[config.mk]
export PLATFORM = sky130hd
export DESIGN_NAME = regfile_dump_reader
export DESIGN_NICKNAME = d
export VERILOG_FILES = /design/src/rtl/regfile_dump_reader.sv
export SDC_FILE = /design/constraint.sdc
export NUM_CORES = 1
export LEC_CHECK = 0
export BUFFER_PORTS_ARGS = -buffer_cell sky130_fd_sc_hd__clkbuf_2
export CAP_MARGIN = 20
export CELL_PAD_IN_SITES_DETAIL_PLACEMENT = 0
export CELL_PAD_IN_SITES_GLOBAL_PLACEMENT = 1
export CORE_UTILIZATION = 33
export DETAILED_ROUTE_END_ITERATION = 10
export GPL_ROUTABILITY_DRIVEN = 0
export GPL_TIMING_DRIVEN = 1
export HOLD_SLACK_MARGIN = 0.03
export PLACE_DENSITY_LB_ADDON = 0.08
export REMOVE_ABC_BUFFERS = 1
export SKIP_LAST_GASP = 1
export SLEW_MARGIN = 15
export SYNTH_ARGS = -nofsm -noshare
export SYNTH_HDL_FRONTEND = slang
export SYNTH_SLANG_ARGS = --single-unit
[constraint.sdc]
create_clock -name clk -period 2.5 [get_ports clk]
set_clock_uncertainty 0.2 [all_clocks]
set_input_delay 0.25 -clock clk [delete_from_list [all_inputs] [get_ports clk]]
set_output_delay 0.25 -clock clk [all_outputs]
set_load 0.05 [all_outputs]
[src/rtl/regfile_dump_reader.sv]
// Debug read-side master for the CPU register file.
// Walks a register index range on a start pulse and streams each
// (index, value) pair out over a valid/ready handshake, using only the
// combinational read port so the datapath write port is never touched.
//
// Handshake: out_valid rises with a complete beat (out_index, out_data,
// out_last). While out_valid=1 and out_ready=0 every beat field is held
// stable. A beat transfers on any rising edge where out_valid&&out_ready.
// out_valid never drops without a transfer, except on reset.
module regfile_dump_reader #(
    parameter int NUM_REGS = 32,
    parameter int ADDR_W   = 5,
    parameter int DATA_W   = 32
) (
    input  logic              clk,
    input  logic              rst,
    input  logic              start,
    input  logic [ADDR_W-1:0] first_addr,
    input  logic [ADDR_W-1:0] last_addr,
    output logic              busy,
    output logic [ADDR_W-1:0] rd_addr,
    input  logic [DATA_W-1:0] rd_data,
    output logic              out_valid,
    input  logic              out_ready,
    output logic [ADDR_W-1:0] out_index,
    output logic [DATA_W-1:0] out_data,
    output logic              out_last,
    output logic              done,
    output logic              range_err
);

    typedef enum logic [1:0] {
        S_IDLE  = 2'd0,
        S_FETCH = 2'd1,
        S_SEND  = 2'd2
    } state_t;

    // NUM_REGS widened by one bit so last_addr == 2**ADDR_W-1 still compares correctly.
    localparam logic [ADDR_W:0] NUM_REGS_EXT = (ADDR_W + 1)'(NUM_REGS);

    state_t            state_q, state_d;
    logic              busy_q, busy_d;
    logic [ADDR_W-1:0] rd_addr_q, rd_addr_d;
    logic [ADDR_W-1:0] last_q, last_d;
    logic              out_valid_q, out_valid_d;
    logic [ADDR_W-1:0] out_index_q, out_index_d;
    logic [DATA_W-1:0] out_data_q, out_data_d;
    logic              out_last_q, out_last_d;
    logic              done_q, done_d;
    logic              range_err_q, range_err_d;

    logic range_ok;

    // A request is legal only for a non-empty, in-bounds, non-wrapping range.
    always_comb begin
        range_ok = (first_addr <= last_addr) && ({1'b0, last_addr} < NUM_REGS_EXT);
    end

    // Next-state and next-output computation for the dump sequencer.
    always_comb begin
        state_d     = state_q;
        busy_d      = busy_q;
        rd_addr_d   = rd_addr_q;
        last_d      = last_q;
        out_valid_d = out_valid_q;
        out_index_d = out_index_q;
        out_data_d  = out_data_q;
        out_last_d  = out_last_q;
        done_d      = 1'b0;
        range_err_d = 1'b0;

        case (state_q)
            S_IDLE: begin
                if (start) begin
                    if (range_ok) begin
                        last_d    = last_addr;
                        rd_addr_d = first_addr;
                        busy_d    = 1'b1;
                        state_d   = S_FETCH;
                    end else begin
                        done_d      = 1'b1;
                        range_err_d = 1'b1;
                    end
                end
            end
            S_FETCH: begin
                // Snapshot point: the value present on rd_data before this edge is the beat.
                out_data_d  = rd_data;
                out_index_d = rd_addr_q;
                out_last_d  = (rd_addr_q == last_q);
                out_valid_d = 1'b1;
                state_d     = S_SEND;
            end
            S_SEND: begin
                if (out_ready) begin
                    out_valid_d = 1'b0;
                    if (out_last_q) begin
                        // Address stays at last_q so a full-range dump never wraps.
                        busy_d  = 1'b0;
                        done_d  = 1'b1;
                        state_d = S_IDLE;
                    end else begin
                        rd_addr_d = rd_addr_q + ADDR_W'(1);
                        state_d   = S_FETCH;
                    end
                end
            end
            default: begin
                state_d = S_IDLE;
            end
        endcase
    end

    // State and registered outputs; reset aborts any dump without a done pulse.
    always_ff @(posedge clk) begin
        if (rst) begin
            state_q     <= S_IDLE;
            busy_q      <= 1'b0;
            rd_addr_q   <= '0;
            last_q      <= '0;
            out_valid_q <= 1'b0;
            out_index_q <= '0;
            out_data_q  <= '0;
            out_last_q  <= 1'b0;
            done_q      <= 1'b0;
            range_err_q <= 1'b0;
        end else begin
            state_q     <= state_d;
            busy_q      <= busy_d;
            rd_addr_q   <= rd_addr_d;
            last_q      <= last_d;
            out_valid_q <= out_valid_d;
            out_index_q <= out_index_d;
            out_data_q  <= out_data_d;
            out_last_q  <= out_last_d;
            done_q      <= done_d;
            range_err_q <= range_err_d;
        end
    end

    assign busy      = busy_q;
    assign rd_addr   = rd_addr_q;
    assign out_valid = out_valid_q;
    assign out_index = out_index_q;
    assign out_data  = out_data_q;
    assign out_last  = out_last_q;
    assign done      = done_q;
    assign range_err = range_err_q;

endmodule

### Yosys cells after proc, flatten, opt, wreduce, memory -nomap -nowiden

Cells that the tools add are included.
Widths: inputs -> output; s select.

* register bits: 54
* output and inout port bits: 47
* input port bits: 46

* bitwise gates (word level): 1
* multiplexer cells: 22
* order comparisons: 1
* add/subtract/negate cells: 1
* reductions and logical operators: 9
* eq/ne operators: 8

Operators by type and width (number)
* $mux 5: 4
* $mux 1: 10
* $ne 2x2->1 const B: 5
* $pmux 5 s2: 1
* $reduce_and 5->1: 2
* $mux 2: 3
* $pmux 1 s2: 3
* $pmux 2 s3: 1
* $reduce_and 3->1: 2
* $add 5x1->5 const B: 1
* $eq 5x5->1: 1
* $le 5x5->1: 1
* $reduce_bool 2->1: 2
* $eq 2x1->1 const B: 1
* $eq 2x2->1 const B: 1
* $logic_not 2->1: 1
* $reduce_and 2->1: 1
* $reduce_or 2->1: 1
* $not 1->1: 1

### Logic depth before layout (Yosys ltp)

Gate-level depths: netlist (run 1).

* word-level depth: 4
* depth in mapped cells: 8
* gate-level depth less buffers: 8

### Worst setup path before layout (run 1)

No wires, ideal clock.

* kind: input to register
* start: input last_addr[1]
* end: register rd_addr_q[2] (netlist: rd_addr[2])
* buffers on the path: 0
* setup time: 0.132 ns
* slack: 0.407 ns
* cell stages on the path: 8
* data arrival time: 1.761 ns
* cells stage by stage: inv_1 ha_1 nand2b_1 a211oi_1 o31ai_4 a31oi_4 mux2i_1 a21oi_1

* cells in the longest elaborated chain, start to end: 3

RTL lines
* start, declared: line 19 `input logic [ADDR_W-1:0] last_addr,`
* $le 5x5->1: line 56 `range_ok = (first_addr <= last_addr) && ({1'b0, last_addr} < NUM_REGS_EXT);`
* $ne 2x2->1 (no line)
* $reduce_and 5->1 (no line)
* end signal, assigned: line 130 `rd_addr_q <= rd_addr_d;`
* end, declared: line 43 `logic [ADDR_W-1:0] rd_addr_q, rd_addr_d;`

No other way between the ends.
A chain may end at the register's enable or synchronous reset.

### Final worst setup path (run 1)

* start: input last_addr[1]
* end: register rd_addr_q[0] (netlist: rd_addr[0])

Same word-level chain as after synthesis.

==> results of run 1 <==
==> per-stage QoR <==
stage                     setup slack [ns]  power (µW)   util  hold slack (ns)
after global placement               0.306        1450  0.433            0.242
after global routing                0.0746        2210  0.512           0.0490
after floorplan                      0.187        1290      -            0.119
after detailed placement             0.271        1450  0.433            0.246
after CTS                           0.0639        2130  0.511           0.0326
final                                0.175        2100  0.512           0.0487
==> layout by cell type, fill, tap and decap left out, types with 3 or more instances in the layout <==
| master | synthesis | layout |
|---|---|---|
| sky130_fd_sc_hd__clkbuf_2 | 0 | 92 |
| sky130_fd_sc_hd__nand2_1 | 81 | 81 |
| sky130_fd_sc_hd__dfxtp_1 | 54 | 54 |
| sky130_fd_sc_hd__a21oi_1 | 43 | 43 |
| sky130_fd_sc_hd__dlygate4sd3_1 | 0 | 38 |
| sky130_fd_sc_hd__nor2_1 | 16 | 16 |
| sky130_fd_sc_hd__mux2i_1 | 10 | 10 |
| sky130_fd_sc_hd__inv_1 | 7 | 7 |
| sky130_fd_sc_hd__nand3_1 | 7 | 7 |
| sky130_fd_sc_hd__ha_1 | 6 | 6 |
| sky130_fd_sc_hd__clkbuf_8 | 0 | 6 |
| sky130_fd_sc_hd__buf_4 | 0 | 6 |
| sky130_fd_sc_hd__xor2_1 | 3 | 3 |
==> cell families (layout without fill, tap and decap cells) <==
logic type                 after synthesis  in the layout  synth area share
and+or+nand+nor                        116            116             0.222
AOI/OAI and AO/OA                       53             53             0.145
muxes                                   10             10            0.0456
buffers and inverters                   23            152            0.0394
DFF                                     54             54             0.493
xor gates and xnor gates                 5              5            0.0200
adders and majority gates                6              6            0.0342
==> worst max path at each step <==
stage,endpoint,depth (start not counted),slack [ns],from
2_1_floorplan,out_last$_SDFFE_PP0P_,3,0.19,state_q[0]$_SDFFE_PP0P_
3_3_place_gp,rd_addr[4]$_SDFFE_PP0P_,9,0.31,last_addr[4]
3_5_place_dp,rd_addr[4]$_SDFFE_PP0P_,9,0.27,last_addr[1]
4_1_cts,rd_addr[4]$_SDFFE_PP0P_,10,0.06,last_addr[1]
5_1_grt,rd_addr[2]$_SDFFE_PP0P_,10,0.07,last_addr[1]
6_report,rd_addr[0]$_SDFFE_PP0P_,10,0.17,last_addr[1]
==> repair_timing <==
item	4_1_cts	5_1_grt
gates resized for setup	0	1
hold buffers	38	0
endpoints found under the setup margin	0	4
endpoints found under the hold margin	38	0
==> area by class of cell <==
type,instances,area [µm²],share of cell area
clock buffers,6,82.6,0.0253
clock inverters,2,38.8,0.0119
inverters,7,26.3,0.00804
multi-input cells,190,1040,0.318
flip-flops and latches,54,1080,0.331
well taps,77,96.3,0.0295
repair buffers,137,906,0.277
==> cell usage after synthesis, drive strengths merged <==
library cell  count
xnor2             2
dfxtp            54
inv               7
a31oi             1
or2b              1
nor3              3
o22ai             1
mux2i            10
a31o              1
nand2            81
or3b              1
nand3             7
nand2b            2
clkbuf           11
buf               5
a21oi            43
nand3b            1
nor2             16
ha                6
nand4             1
o31ai             3
or3               1
nor2b             2
xor2              3
a41oi             1
a211oi            2
a21o              1
==> sequential cells by signal, indices dropped and copies added (netlist names), 2 cells and up <==
name       cells
out_index      5
last_q         5
rd_addr        5
state_q        2
out_data      32
==> layer usage <==
metal | vias to the layer above | wire (µm) | track usage
li1 | 1132 | - | -
met5 | - | 0 | 0
met2 | 56 | 2780 | 0.291
met3 | 5 | 286 | 0.0386
met4 | 0 | 61 | 0.0478
met1 | 979 | 2740 | 0.218
==> report_power, final <==
group / leakage (µW) / internal (µW) / switching (µW)
registers: 0.000440 / 915 / 43.6
clock network: 0.0000618 / 330 / 292
logic: 0.000976 / 186 / 333
==> worst max-delay path, cell delays in order <==
cell and delay, ns:
sky130_fd_sc_hd__dlygate4sd3_1 0.52, sky130_fd_sc_hd__clkbuf_2 0.11, sky130_fd_sc_hd__inv_1 0.04, sky130_fd_sc_hd__ha_1 0.28, sky130_fd_sc_hd__nand2b_1 0.07, sky130_fd_sc_hd__a211oi_2 0.32
sky130_fd_sc_hd__o31ai_4 0.12, sky130_fd_sc_hd__a31oi_4 0.30, sky130_fd_sc_hd__mux2i_1 0.23, sky130_fd_sc_hd__a21oi_1 0.08
==> qor.yml, run 1 <==
firstDrtPassIters: 4
cts.reportedPaths.clkPinSlew_ns: 0.10
power.leakage_uw: 0.00148
synth_warnings: 0
placed_area_um2: 2760
rr_worst_depth: 6
cap_violations: 0
max_slew_violation_count: 0
synthesis.area_per_instance_um2: 8.21
clock-sinks: 54
final_layout_size_suffix_gt1_frac: 0.288
tritoncts.num_buffers: 5
postRouteAntennaNets: 0
post_synth_instance_area_um2: 2190
cell_type_with_the_largest_total_area_after_synthesis: "sky130_fd_sc_hd__dfxtp_1"
portBuffers: 92
powerDensity_nw_per_um2: 642
synthDominantCellAreaShare: 0.493
synth_seq_area_share: 0.493
setup_tns_ns: 0
timing_worst_setup_path_type: "primary input to register"
grt.overflow.total: 0
clock_tree.buffer_depth: 2
tritoncts_clock_tree: "done"
num_antenna_cells: 0
outcome: "finished, final reports clean"
timing.critical_path.required_ns: 2.50
vias_per_cell: 4.59
starting_drc_count_in_detailed_routing: 68
grt_pass1_wl_mm: 9.62
critical_path.reg2reg.endpoint: "last_q[2]$_SDFFE_PP0P_"
detailed_placement_hpwl_mm: 3.93
crit_path_start_kind: "primary input"
worstSetupEndpointType: "register"
worst_slew_pin_slew_ns: 0.572
total_of_endpoints_with_negative_setup_slack_in_the_final_report: 0
ctsHtreeMaxLevel: 2
initial_utilization: 0.343
hold_path.class: "primary input to register"
grt_use_total: 0.171
die_h_um: 83.5
areaGrowthSynthToFinish_pct: 49.1
rsz0062_at_grt: "no"
grt_pass1_vias: 2031
cp.arrival_ns: 2.32
core_area_um2: 6390
pin_count: 93
timing.rr.start: "state_q[1]$_SDFFE_PP0P_"
postSynthCellCount: 267
filler_cell_count: 648
worst_vdd_rail_ir_drop_mv: 0.257
finish.cell_count_without_fillers: 473
postSynthRegisterBits: 54
dr_total_vias: 2172
yosysUniqueCellTypes: 29
drt-wirelength-per-cell_um: 12.4
antenna_found_initial: 0
cts_setup_buffers: 0
period_minus_slack_ns: 2.33
timing.reg2reg.setup_slack_ns: 0.40
cell_rows: 29
hold_violations: 0
clock-root-buffer: "sky130_fd_sc_hd__clkbuf_8"
nNetsFinal: 447
width_of_the_die_um: 83.5
timing.slew.headroom: 0.619
grt_start_max_net_pins: 34
placed_cells_incl_taps: 427
dr_drc_count: 0
fmax_mhz: 430
layout_worst_path_cycle_share: 0.930
synth.area.top_cells: "sky130_fd_sc_hd__dfxtp_1, sky130_fd_sc_hd__nand2_1, sky130_fd_sc_hd__a21oi_1"
route.final.wire_length_mm: 5.87
hp-start: "out_ready"
clock_insertion_delay_worst_skew_ns: 0.30
timing.critical_path.fanout_max: 7
die-area_um2: 6980
stdcell_area_um2: 3270
whs_path_depth: 2
whs_endpoint: "out_valid$_SDFFE_PP0P_"
Note: power is estimated with default switching activity, not from simulation.
==> run 2: changes to the inputs <==
CTS_BUF_LIST = sky130_fd_sc_hd__clkbuf_16   (was default)
==> run 2 against run 1 <==
  * Maximum frequency down 0.84%
  * Worst hold slack got worse by 0.018 ns
  * Worst setup slack got worse by 0.020 ns
  * Combinational power decreased by 0.8%
  * Global-route usage increased by 0.13 points
  * Register-to-register slack about the same
  * Critical endpoint unchanged
  * Largest power group unchanged
  * Sequential power hardly changed
  * First-iteration DRC count rose by 1.5%
==> qor.yml, run 2 (synthesized netlist as in run 1, its figures left out) <==
postRouteAntennaNets: 0  # unchanged
starting_drc_count_in_detailed_routing: 69  # +1.5%
timing.critical_path.fanout_max: 7  # unchanged
tritoncts_clock_tree: "done"
wl_met3_um: 269  # -5.9%
initial_utilization: 0.343  # unchanged
layout_worst_path_cycle_share: 0.938  # +0.00788
vias_per_cell: 4.56  # -0.66%
largest_register_ff_count: 32  # unchanged
detailed_placement_hpwl_mm: 3.93  # unchanged
max_slew_violation_count: 0  # unchanged
worstSetupEndpointType: "register"
wirelength_met1_mm: 2.71  # -1.1%
hold_violations: 0  # unchanged
path_cells: "dlygate4sd3_1, clkbuf_2, inv_1, ha_1, nand2b_1, a211oi_2, o31ai_4, a31oi_4, mux2i_1, a21oi_1"
grt_pass1_wl_mm: 9.59  # -0.28%
regArea_um2: 1080  # unchanged
route.final.wire_length_mm: 5.84  # -0.55%
num_antenna_cells: 0  # unchanged
cp_slowest_stage_delay_ns: 0.52  # about the same
period_minus_slack_ns: 2.35  # +0.0197 ns
setup_tns_ns: 0  # unchanged
tritoncts.num_buffers: 5  # unchanged
clock-root-buffer: "sky130_fd_sc_hd__clkbuf_16"
clock_tree.buffer_depth: 2  # unchanged
cap_violations: 0  # unchanged
antenna_found_initial: 0  # unchanged
dr.max_layer_used: "met4"
powerDensity_nw_per_um2: 688  # +7.1%
cell_rows: 29  # unchanged
timing_worst_setup_path_type: "primary input to register"
stdcell_area_um2: 3290  # +0.50%
clock-sinks: 54  # unchanged
worst_slew_pin_slew_ns: 0.571  # -0.00107 ns
portBuffers: 92  # unchanged
grt_start_max_net_pins: 34  # unchanged
dr_total_vias: 2144  # -1.3%
filler_cell_count: 644  # -0.62%
ctsHtreeMaxLevel: 2  # unchanged
core_area_um2: 6390  # unchanged
crit_path_start_kind: "primary input"
pin_count: 93  # unchanged
timing.critical_path.required_ns: 2.48  # -0.02 ns
cts_setup_buffers: 0  # unchanged
cp.arrival_ns: 2.32  # about the same
areaGrowthSynthToFinish_pct: 49.8
path_delay_family: "compound AO/OA/AOI/OAI gates"
drt-wirelength-per-cell_um: 12.4  # about the same
dr_drc_count: 0  # unchanged
critical-path-slowest-cell: "sky130_fd_sc_hd__dlygate4sd3_1"
power.leakage_uw: 0.00148  # +0.51%
outcome: "finished, final reports clean"
width_of_the_die_um: 83.5  # unchanged
total_stage_count_of_the_critical_path: 10  # unchanged
clock_insertion_delay_worst_skew_ns: 0.29  # about the same
fmax_mhz: 426  # -0.84%
firstDrtPassIters: 4  # unchanged
cts.reportedPaths.clkPinSlew_ns: 0.07  # -0.03 ns
nNetsFinal: 444  # -0.67%
whs_path_depth: 3  # +1
finalPower_uw: 2260  # +7.6%
die_h_um: 83.5  # unchanged
worst_vdd_rail_ir_drop_mv: 0.297  # +16%
grt_use_total: 0.172  # +0.00126
placed_area_um2: 2760  # unchanged
critical_path_buf_inv_count: 3  # unchanged
die-area_um2: 6980  # unchanged
final_cell_mix: "sky130_fd_sc_hd__clkbuf_2, sky130_fd_sc_hd__nand2_1, sky130_fd_sc_hd__dfxtp_1, sky130_fd_sc_hd__a21oi_1, sky130_fd_sc_hd__dlygate4sd3_1"
grt_pass1_vias: 2024  # -0.34%
rr_worst_depth: 6  # unchanged
total_of_endpoints_with_negative_setup_slack_in_the_final_report: 0  # unchanged
final_layout_size_suffix_gt1_frac: 0.288  # -0.000347
final_common_cell: "sky130_fd_sc_hd__clkbuf_2"
multi_input_comb_area_um2: 1040  # unchanged
timing.slew.headroom: 0.620  # +0.000715
grt.overflow.total: 0  # unchanged
route.met2.wl_mm: 2.79  # +0.29%
hold_path.class: "primary input to register"
rsz0062_at_grt: "no"
[run 2: tightest hold or removal path, stage by stage]
cell,delay (ns)
sky130_fd_sc_hd__clkbuf_2,0.09
sky130_fd_sc_hd__mux2i_1,0.06
sky130_fd_sc_hd__nor2_1,0.08
[run 2: timing repair]
| item | 4_1_cts | 5_1_grt |
|---|---|---|
| endpoints found under the setup margin | 0 | 5 |
| endpoints found under the hold margin | 35 | 0 |
| hold buffers | 35 | 0 |
| resized for setup | 0 | 1 |
[run 2: layout make-up]
| class | instances | share of cell area |
|---|---|---|
| Timing Repair Buffer | 134 | 0.267 |
| Clock inverter | 3 | 0.0129 |
| Inverter | 7 | 0.00800 |
| Sequential cell | 54 | 0.329 |
| Multi-Input combinational cell | 190 | 0.316 |
| Clock buffer | 5 | 0.0381 |
| Tap cell | 77 | 0.0293 |
[run 2: through the flow]
| step | hold slack [ns] | instances | util | worst slack [ns] |
|---|---|---|---|---|
| after floorplan | 0.119 | 251 | - | 0.187 |
| after global placement | 0.242 | 427 | 0.433 | 0.306 |
| after detailed placement | 0.246 | 427 | 0.433 | 0.271 |
| after CTS | 0.0306 | 470 | 0.514 | 0.0399 |
| after global routing | 0.0427 | 470 | 0.514 | 0.0352 |
| final | 0.0306 | 470 | 0.514 | 0.155 |
[run 2: path summary, 6_finish.rpt]
check | from | endpoint | slack (ns)
worst max-delay path | last_addr[1] | rd_addr[0]$_SDFFE_PP0P_ | 0.15
worst min-delay path | last_addr[3] | last_q[3]$_SDFFE_PP0P_ | 0.03
worst max register to register | state_q[1]$_SDFFE_PP0P_ | last_q[2]$_SDFFE_PP0P_ | 0.40
worst min register to register | out_data[16]$_SDFFE_PP0P_ | out_data[16]$_SDFFE_PP0P_ | 0.26
[run 2: where the power goes]
group	switching, µW	internal, µW
combinational	332	183
clock	313	473
sequential	43.7	915
total	689	1570
[run 2: layer usage]
metal	up-vias	track usage
met5	-	0
met4	0	0.0570
met3	5	0.0415
met2	53	0.291
met1	958	0.217
li1	1128	-
